`src/rtl/lsu_pkg.sv`:
```
// lsu_pkg: shared definitions for the load/store unit.
//   - RV32I funct3 width/sign codes for loads and stores
//   - FSM state enum used by load_store_unit
package lsu_pkg;

  localparam logic [2:0] LB  = 3'b000;
  localparam logic [2:0] LH  = 3'b001;
  localparam logic [2:0] LW  = 3'b010;
  localparam logic [2:0] LBU = 3'b100;
  localparam logic [2:0] LHU = 3'b101;
  localparam logic [2:0] SB  = 3'b000;
  localparam logic [2:0] SH  = 3'b001;
  localparam logic [2:0] SW  = 3'b010;

  typedef enum logic [2:0] {
    IDLE = 3'd0,
    RD   = 3'd1,
    WAIT = 3'd2,
    WR   = 3'd3,
    RESP = 3'd4
  } lsu_state_t;

endpackage

```
`src/rtl/lsu_align.sv`:
```
// lsu_align: combinational data path of the load/store unit.
//   we, funct3, addr_lo : request kind, width code, byte offset in word
//   wdata               : right-aligned store data
//   rdata               : word read from RAM
//   load_data           : byte/half/word extracted and sign/zero extended
//   store_data          : word to write (merged lane for SB/SH, wdata for SW)
//   err                 : illegal funct3 or misaligned access
module lsu_align
  import lsu_pkg::*;
(
  input  logic        we,
  input  logic [2:0]  funct3,
  input  logic [1:0]  addr_lo,
  input  logic [31:0] wdata,
  input  logic [31:0] rdata,
  output logic [31:0] load_data,
  output logic [31:0] store_data,
  output logic        err
);

  logic [7:0]  byte_sel;
  logic [15:0] half_sel;
  logic        illegal;
  logic        misaligned;

  always_comb begin
    byte_sel = rdata[{addr_lo, 3'b000} +: 8];
    half_sel = addr_lo[1] ? rdata[31:16] : rdata[15:0];

    load_data = '0;
    case (funct3)
      LB:      load_data = {{24{byte_sel[7]}}, byte_sel};
      LBU:     load_data = {24'd0, byte_sel};
      LH:      load_data = {{16{half_sel[15]}}, half_sel};
      LHU:     load_data = {16'd0, half_sel};
      LW:      load_data = rdata;
      default: load_data = '0;
    endcase

    store_data = rdata;
    case (funct3[1:0])
      2'b00: store_data[{addr_lo, 3'b000} +: 8] = wdata[7:0];
      2'b01: begin
        if (addr_lo[1]) store_data[31:16] = wdata[15:0];
        else            store_data[15:0]  = wdata[15:0];
      end
      default: store_data = wdata;
    endcase

    // Stores have no unsigned variants, so funct3[2] set on a store is illegal too.
    illegal    = (funct3 == 3'b011) || (funct3[2:1] == 2'b11) || (we && funct3[2]);
    misaligned = ((funct3[1:0] == 2'b01) && addr_lo[0]) ||
                 ((funct3[1:0] == 2'b10) && (addr_lo != 2'b00));
    err        = illegal || misaligned;
  end

endmodule

```
`src/rtl/load_store_unit.sv`:
```
// load_store_unit: RV32I load/store unit in front of a word-wide synchronous RAM.
//   clk, rst              : clock, asynchronous active-high reset
//   req_*                 : CPU request (valid/ready handshake, we, funct3, addr, wdata)
//   resp_valid/rdata/err  : one-cycle completion pulse with load result / error flag
//   mem_ren/raddr/rdata   : RAM read port, rdata valid one cycle after ren
//   mem_wen/waddr/wdata   : RAM write port
// Sub-word stores are read-modify-write: RD -> WAIT (merge) -> WR -> RESP.
module load_store_unit
  import lsu_pkg::*;
#(
  parameter  int unsigned MEM_DEPTH  = 256,
  localparam int unsigned ADDR_WIDTH = $clog2(MEM_DEPTH)
) (
  input  logic                  clk,
  input  logic                  rst,
  input  logic                  req_valid,
  output logic                  req_ready,
  input  logic                  req_we,
  input  logic [2:0]            req_funct3,
  input  logic [31:0]           req_addr,
  input  logic [31:0]           req_wdata,
  output logic                  resp_valid,
  output logic [31:0]           resp_rdata,
  output logic                  resp_err,
  output logic                  mem_ren,
  output logic [ADDR_WIDTH-1:0] mem_raddr,
  input  logic [31:0]           mem_rdata,
  output logic                  mem_wen,
  output logic [ADDR_WIDTH-1:0] mem_waddr,
  output logic [31:0]           mem_wdata
);

  lsu_state_t            state;
  logic                  we_q;
  logic [2:0]            f3_q;
  logic [ADDR_WIDTH+1:0] addr_q;
  logic [31:0]           wdata_q;

  logic                  a_we;
  logic [2:0]            a_f3;
  logic [1:0]            a_lo;
  logic [31:0]           a_wdata;
  logic [31:0]           load_data;
  logic [31:0]           store_data;
  logic                  a_err;

  logic [ADDR_WIDTH-1:0] req_word;
  logic                  unused_addr_hi;

  // Upper address bits wrap around the RAM.
  assign req_word       = req_addr[ADDR_WIDTH+1:2];
  assign unused_addr_hi = ^req_addr[31:ADDR_WIDTH+2];

  // The single align instance checks the live request in IDLE and works on
  // the latched request in every other state.
  always_comb begin
    if (state == IDLE) begin
      a_we    = req_we;
      a_f3    = req_funct3;
      a_lo    = req_addr[1:0];
      a_wdata = req_wdata;
    end else begin
      a_we    = we_q;
      a_f3    = f3_q;
      a_lo    = addr_q[1:0];
      a_wdata = wdata_q;
    end
  end

  lsu_align u_align (
    .we         (a_we),
    .funct3     (a_f3),
    .addr_lo    (a_lo),
    .wdata      (a_wdata),
    .rdata      (mem_rdata),
    .load_data  (load_data),
    .store_data (store_data),
    .err        (a_err)
  );

  always_ff @(posedge clk or posedge rst) begin
    if (rst) begin
      state      <= IDLE;
      we_q       <= 1'b0;
      f3_q       <= '0;
      addr_q     <= '0;
      wdata_q    <= '0;
      req_ready  <= 1'b1;
      resp_valid <= 1'b0;
      resp_rdata <= '0;
      resp_err   <= 1'b0;
      mem_ren    <= 1'b0;
      mem_raddr  <= '0;
      mem_wen    <= 1'b0;
      mem_waddr  <= '0;
      mem_wdata  <= '0;
    end else begin
      case (state)
        IDLE: begin
          if (req_valid) begin
            we_q      <= req_we;
            f3_q      <= req_funct3;
            addr_q    <= req_addr[ADDR_WIDTH+1:0];
            wdata_q   <= req_wdata;
            req_ready <= 1'b0;
            if (a_err) begin
              state      <= RESP;
              resp_valid <= 1'b1;
              resp_err   <= 1'b1;
              resp_rdata <= '0;
            end else if (req_we && (req_funct3 == SW)) begin
              state     <= WR;
              mem_wen   <= 1'b1;
              mem_waddr <= req_word;
              mem_wdata <= req_wdata;
            end else begin
              state     <= RD;
              mem_ren   <= 1'b1;
              mem_raddr <= req_word;
            end
          end
        end
        RD: begin
          mem_ren <= 1'b0;
          state   <= WAIT;
        end
        WAIT: begin
          if (we_q) begin
            state     <= WR;
            mem_wen   <= 1'b1;
            mem_waddr <= addr_q[ADDR_WIDTH+1:2];
            mem_wdata <= store_data;
          end else begin
            state      <= RESP;
            resp_valid <= 1'b1;
            resp_err   <= 1'b0;
            resp_rdata <= load_data;
          end
        end
        WR: begin
          mem_wen    <= 1'b0;
          state      <= RESP;
          resp_valid <= 1'b1;
          resp_err   <= 1'b0;
        end
        RESP: begin
          resp_valid <= 1'b0;
          req_ready  <= 1'b1;
          state      <= IDLE;
        end
        default: begin
          state      <= IDLE;
          req_ready  <= 1'b1;
          resp_valid <= 1'b0;
          mem_ren    <= 1'b0;
          mem_wen    <= 1'b0;
        end
      endcase
    end
  end

endmodule

```
`config.mk`:
```
export PLATFORM = sky130hd
export DESIGN_NAME = load_store_unit
export DESIGN_NICKNAME = d
export VERILOG_FILES = /design/src/rtl/lsu_pkg.sv /design/src/rtl/lsu_align.sv /design/src/rtl/load_store_unit.sv
export SDC_FILE = /design/constraint.sdc
export NUM_CORES = 1
export LEC_CHECK = 0
export ABC_AREA = 1
export CAP_MARGIN = 20
export CORE_MARGIN = 1.5
export CORE_UTILIZATION = 40
export DETAILED_ROUTE_END_ITERATION = 12
export HOLD_SLACK_MARGIN = 0.02
export PLACE_DENSITY = 0.76
export SLEW_MARGIN = 5
export SYNTH_ARGS = -nofsm -noshare
export SYNTH_HDL_FRONTEND = slang
export SYNTH_SLANG_ARGS = --single-unit
```
`constraint.sdc`:
```
create_clock -name clk -period 6.5 [get_ports clk]
set_clock_uncertainty 0.1 [all_clocks]
set_input_delay 1.625 -clock clk [delete_from_list [all_inputs] [get_ports clk]]
set_output_delay 1.625 -clock clk [all_outputs]
set_load 0.05 [all_outputs]
```
=== Word-level counts from Yosys, hierarchy flattened ===
Cells that the tools add are included.

* Word-level logic and storage cells: 116
* Register bits after elaboration: 134
* Output and inout bits: 85
* Input port bits: 103

* Reduce and logical (&&, ||, !) cells: 26
* Add/subtract/negate cells: 1
* Mux-type cells: 46
* Shift-type cells: 3
* Equal/unequal tests: 20
* Bitwise gates (word level): 6

{| class="wikitable"
|+ Operators with widths
! cell !! count
|-
| $mux 32 || 8
|-
| $pmux 32 s2 || 3
|-
| $pmux 32 s5 || 1
|-
| $mux 16 || 3
|-
| $bwmux 32 || 1
|-
| $mux 8 || 4
|-
| $shift 8x7->32 const A || 1
|-
| $shiftx 32x6->8 || 1
|-
| $shiftx 8x7->32 || 1
|-
| $reduce_and 4->1 || 5
|-
| $pmux 8 s2 || 1
|-
| $eq 3x2->1 const B || 5
|-
| $mux 1 || 13
|-
| $mux 3 || 4
|-
| $ne 2x2->1 const B || 6
|-
| $pmux 3 s4 || 1
|-
| $reduce_and 5->1 || 2
|-
| $eq 3x3->1 const B || 3
|-
| $neg 5->7 || 1
|-
| $eq 3x1->1 const B || 2
|-
| $logic_not 3->1 || 2
|-
| $not 1->1 || 6
|-
| $pmux 1 s3 || 2
|-
| $reduce_or 3->1 || 2
|-
| 13 further kinds || 24
|}

=== Logic depth before layout (Yosys ltp) ===
* Word-level depth: 9
* Mapped depth: 17
* Mapped depth without buffers: 15

=== By module ===
A second synthesis with hierarchy kept.

* Cells, all modules: 1348
* Area total of the unflattened synthesis: 8720.9 µm²

{| class="wikitable"
|+ By module, submodules not included
! module !! cells each !! seq. area each (µm²) !! instances !! area each (µm²)
|-
| load_store_unit || 880 || 3354.5 || 1 || 6553.8
|-
| lsu_align || 468 || 0.0 || 1 || 2167.1
|}

=== Worst setup path after synthesis ===
Ideal clock, no wire load.

* Path type: in2reg
* Start point: input req_addr[1]
* End point: register mem_wdata[15]
* Setup slack: 2.862 ns
* Required time: 6.334 ns
* Data arrival time: 3.472 ns
* Library setup time: 0.066 ns
* Cell stages on the path: 16
* Path buffers: 3
* Path through: inv_1 nand3_1 nand2_2 buf_2 buf_2 ha_1 clkbuf_1 nor2_1 inv_1 nor2_1 nand2_1 nand2_1 nor2_1 nor2_1 nand2_1 nand2_1

* Word-level cells in the longest chain between the ends: 7
* Elaborated cells between the ends (all ways): 15
* Those cells by class: add/sub: 1; eq/ne: 1; shift: 2; mux: 6; reduce/logical: 5

{| class="wikitable"
|+ Ends and longest elaborated chain
! element !! line !! source
|-
| from (decl) || load_store_unit.sv:20 || <nowiki>input logic [31:0] req_addr,</nowiki>
|-
| $mux 2 * || load_store_unit.sv:57 || <nowiki>if (state == IDLE) begin</nowiki>
|-
| $neg 5->7 / $reduce_bool 2->1 (equally long branches) || lsu_align.sv:42, lsu_align.sv:53 ||
|-
| $shiftx 8x7->32 (tied with other cells) || lsu_align.sv:42 || <nowiki>2'b00: store_data[{addr_lo, 3'b000} +: 8] = wdata[7:0];</nowiki>
|-
| $bwmux 32 / $logic_or 1x1->1 (equally long branches) || lsu_align.sv:42, lsu_align.sv:52 ||
|-
| $pmux 32 s2 / $logic_or 1x1->1 (equally long branches) || lsu_align.sv:41, lsu_align.sv:54 ||
|-
| $mux 32 / $ne 2x2->1 (equally long branches) || -- ||
|-
| $pmux 32 s2 / $reduce_and 5->1 (equally long branches) || -- ||
|-
| to (signal assigned) || load_store_unit.sv:115 || <nowiki>mem_wdata <= req_wdata;</nowiki>
|-
| to (signal assigned) || load_store_unit.sv:132 || <nowiki>mem_wdata <= store_data;</nowiki>
|-
| to (decl) || load_store_unit.sv:30 || <nowiki>output logic [31:0] mem_wdata</nowiki>
|}

Mark *: on every way between the ends. The rest lies on a longest branch, timed or not. The select of a mux whose other input is x is not followed.
A chain may end at the register's enable or synchronous reset.

=== Worst setup path in the final report ===
* Start point: input req_addr[0]
* End point: register mem_wdata[22]

The elaborated chain is that of the path after synthesis.

==> run summary <==
Synthesis Warnings: 0
Minimum clock period: 4666 ps
Final Hold Slack: 374.3 ps
Synth Register Bits: 134
Antenna Nets Post-Route: 0
Data arrival time of the worst path: 4930 ps
Setup Viol. Count Final: 0
Nets: 1,526
RSZ-0062 raised after global routing: false
CTS sink cnt: 134
Main area contributors after synthesis: dfrtp_1, nand2_1, nand3_1, nor2_1, o21ai_0
Max frequency: 0.2143 GHz
Avg Cell Area, Syn: 6.463 µm²
Outcome: finished clean
Number of global-route vias before repair: 8,249
EDFF count, synth: 0
CTS buffer count: 17
PwrDens: 614.0 nW/µm²
DRC Markers: 0
Seq pwr share: 0.215
Max_slew headroom: 0.2922
CP Cell Sequence: clkdlybuf4s50_1, inv_1, nand3_1, nand2_2, ha_1, clkinv_1, nand3_1, nand3_2, nand2_2, nand3_2, buf_4, inv_2, nand2_1, nand2_1
Buf+Inv Stages, Crit Path: 5
Largest net degree at the start of global routing: 97
Max-slew violations: 0
Yosys cell types: 32
Via density per instance: 5.170
Cell Area, Synth: 8389 µm²
H-tree depth: 4
Setup repair bufs after CTS: 0
Total iterations of the first detailed-routing run: 5
Setup TNS Final: 0 ps
Yosys top cell by area: dfrtp_1
Startpoint Class: input port
CTS max path bufs: 2
Leak: 5.444 nW
All-layer global routing usage: 0.2601
Setup CP Type: input port to flip-flop
Initial antenna violation count: 0
Die Area: 21,850 µm²
# rows: 52
Slowest cell on crit path: inv_2
# diodes: 0
Peak VDD IR: 0.3352 mV
Die W: 147.8 µm
Synth top area share: 0.3967
Data required time of the worst path: 6770 ps
Clock power share: 0.156
Reg clk slew, reported paths: 60 ps
Chip Height: 147.8 µm
Hold buffer count at CTS: 0
CORE AREA: 20,430 µm²
Comb power frac: 0.629
Root Driver: clkbuf_16
Layout cells sized above 1: 0.05234
Commonest non-fill, non-tap cell in the layout: nand2_1
# IOs: 188
Setup crit end kind: flip-flop
PostCTS Resize Cnt: 0
Hold Fails Final Rpt: 0
Sw Share: 0.5432
Asr flop ratio synth: 1.000
Post-DP HPWL: 19,650 µm
Clk_lat worst skew: 430 ps
CTS tree: yes
Pint: 3.001 mW
Wire length per cell: 16.41 µm
Period utilization: 0.7178
Worst Hold Class: flip-flop to flip-flop
Sequential cell area fraction in the yosys report: 0.3999
Starting density of the core: 0.4106
First-pass GRT wire length: 44,730 µm
Register-to-register setup slack: 2360 ps
Area growth syn-to-layout: 27.53%
Total net switching power: 3.568 mW
Final Routed Wirelength: 27,940 µm
Vias: 8,804
First DRT Iteration DRCs: 1,021
Syn Inst Count: 1,298
Max-cap viol count: 0
GRT overflow: 0
Critical Path Fanout Max: 42
Port bufs: 165
Peak per-stage delay on the critical path: 570 ps
Mapped Nets: 1,404
Worst-Margin Slew: 1061 ps
Most frequent cells in the layout: nand2_1, clkdlybuf4s50_1, nand3_1
Critical path's top delay family: buffers and inverters
Routability cong.: 0.9559
Ys flop type: dfrtp_1
==> cell families after synthesis <==
group                    after synthesis  share of synthesized area
AND/OR/NAND/NOR                      888                     0.4362
AO/OA/AOI/OAI                        126                    0.08039
adder cells (fa/ha/maj)                3                   0.004475
buffers and inverters                147                    0.07905
flip-flops                           134                     0.3999
==> cell usage after synthesis (3+ instances only) <==
cell and number:
a22oi_1 6, a21oi_1 22, nor2_1 119, buf_2 27, buf_6 6, nand3_2 4
ha_1 3, inv_2 10, nand3b_1 4, nand4_1 7, nand3_1 138, nand2_1 596
nand2_2 10, dfrtp_1 133, inv_1 65, o21ai_1 18, clkbuf_1 27, o211ai_1 10
buf_4 8, nor2_4 3, o21ai_0 67
==> layer usage <==
layer / global-route usage / up-vias / part of all wire
met3: 0.05123 / 32 / 0.089
li1: - / 4344 / -
met5: 0 / - / 0
met2: 0.3883 / 383 / 0.43
met4: 0.07871 / 0 / 0.019
met1: 0.3795 / 4045 / 0.46
==> final cells by class <==
type	instances	area (µm²)
Multi-Input combinational cell	1017	4375
Clock inverter	14	186.4
Clock buffer	18	429.2
Timing Repair Buffer	173	1719
Fill cell	2048	9731
Sequential cell	134	3354
Tap cell	270	337.8
Inverter	77	296.5
==> sequential cells by signal, indices dropped and copies added, names as in the netlist <==
signal,cells
addr_q,10
f3_q,3
mem_raddr,8
mem_ren,1
mem_waddr,8
mem_wdata,32
mem_wen,1
req_ready,1
resp_err,1
resp_rdata,32
resp_valid,1
state,3
wdata_q,32
we_q,1
==> worst reg2reg max path, delay by kind of cell (launching register included) <==
family	cells	cell delay [ps]
simple gates	9	1700
flops	1	440
buf+inv	4	1640
fa+ha+maj	1	190
==> per-stage QoR <==
| step | instance area (µm²) | total power, mW | utilization | worst slack [ps] | instances |
|---|---|---|---|---|---|
| floorplan | 8389 | 4.419 | - | 1194 | 1298 |
| CTS | 10680 | 6.544 | 0.5230 | 1867 | 1702 |
| global route | 10700 | 7.063 | 0.5237 | 1640 | 1703 |
| finish | 10700 | 6.569 | 0.5237 | 1834 | 1703 |
| global placement | 10070 | 5.432 | 0.4928 | 1471 | 1670 |
| detailed placement | 10070 | 5.486 | 0.4928 | 1439 | 1670 |
==> power by group through the flow <==
stage                     Combinational [mW]  Clock, mW  Sequential (mW)
after detailed placement                4.07          0             1.41
after global routing                    4.53       1.07             1.46
after floorplan                         2.27          0             2.14
after global placement                  4.02          0             1.41
final                                   4.13       1.02             1.42
after CTS                               4.10       1.03             1.41
==> path summary, 6_finish.rpt <==
kind,from,endpoint,depth (start not counted)
setup / recovery,req_addr[0],mem_wdata[22],14
hold / removal,wdata_q[4],wdata_q[4],2
setup reg to reg,state[2],mem_wdata[22],14
hold reg to reg,wdata_q[4],wdata_q[4],2
max in group asynchronous,rst,resp_rdata[14],3
min in group asynchronous,rst,f3_q[1],2
Note: power is estimated with default switching activity, not from simulation.
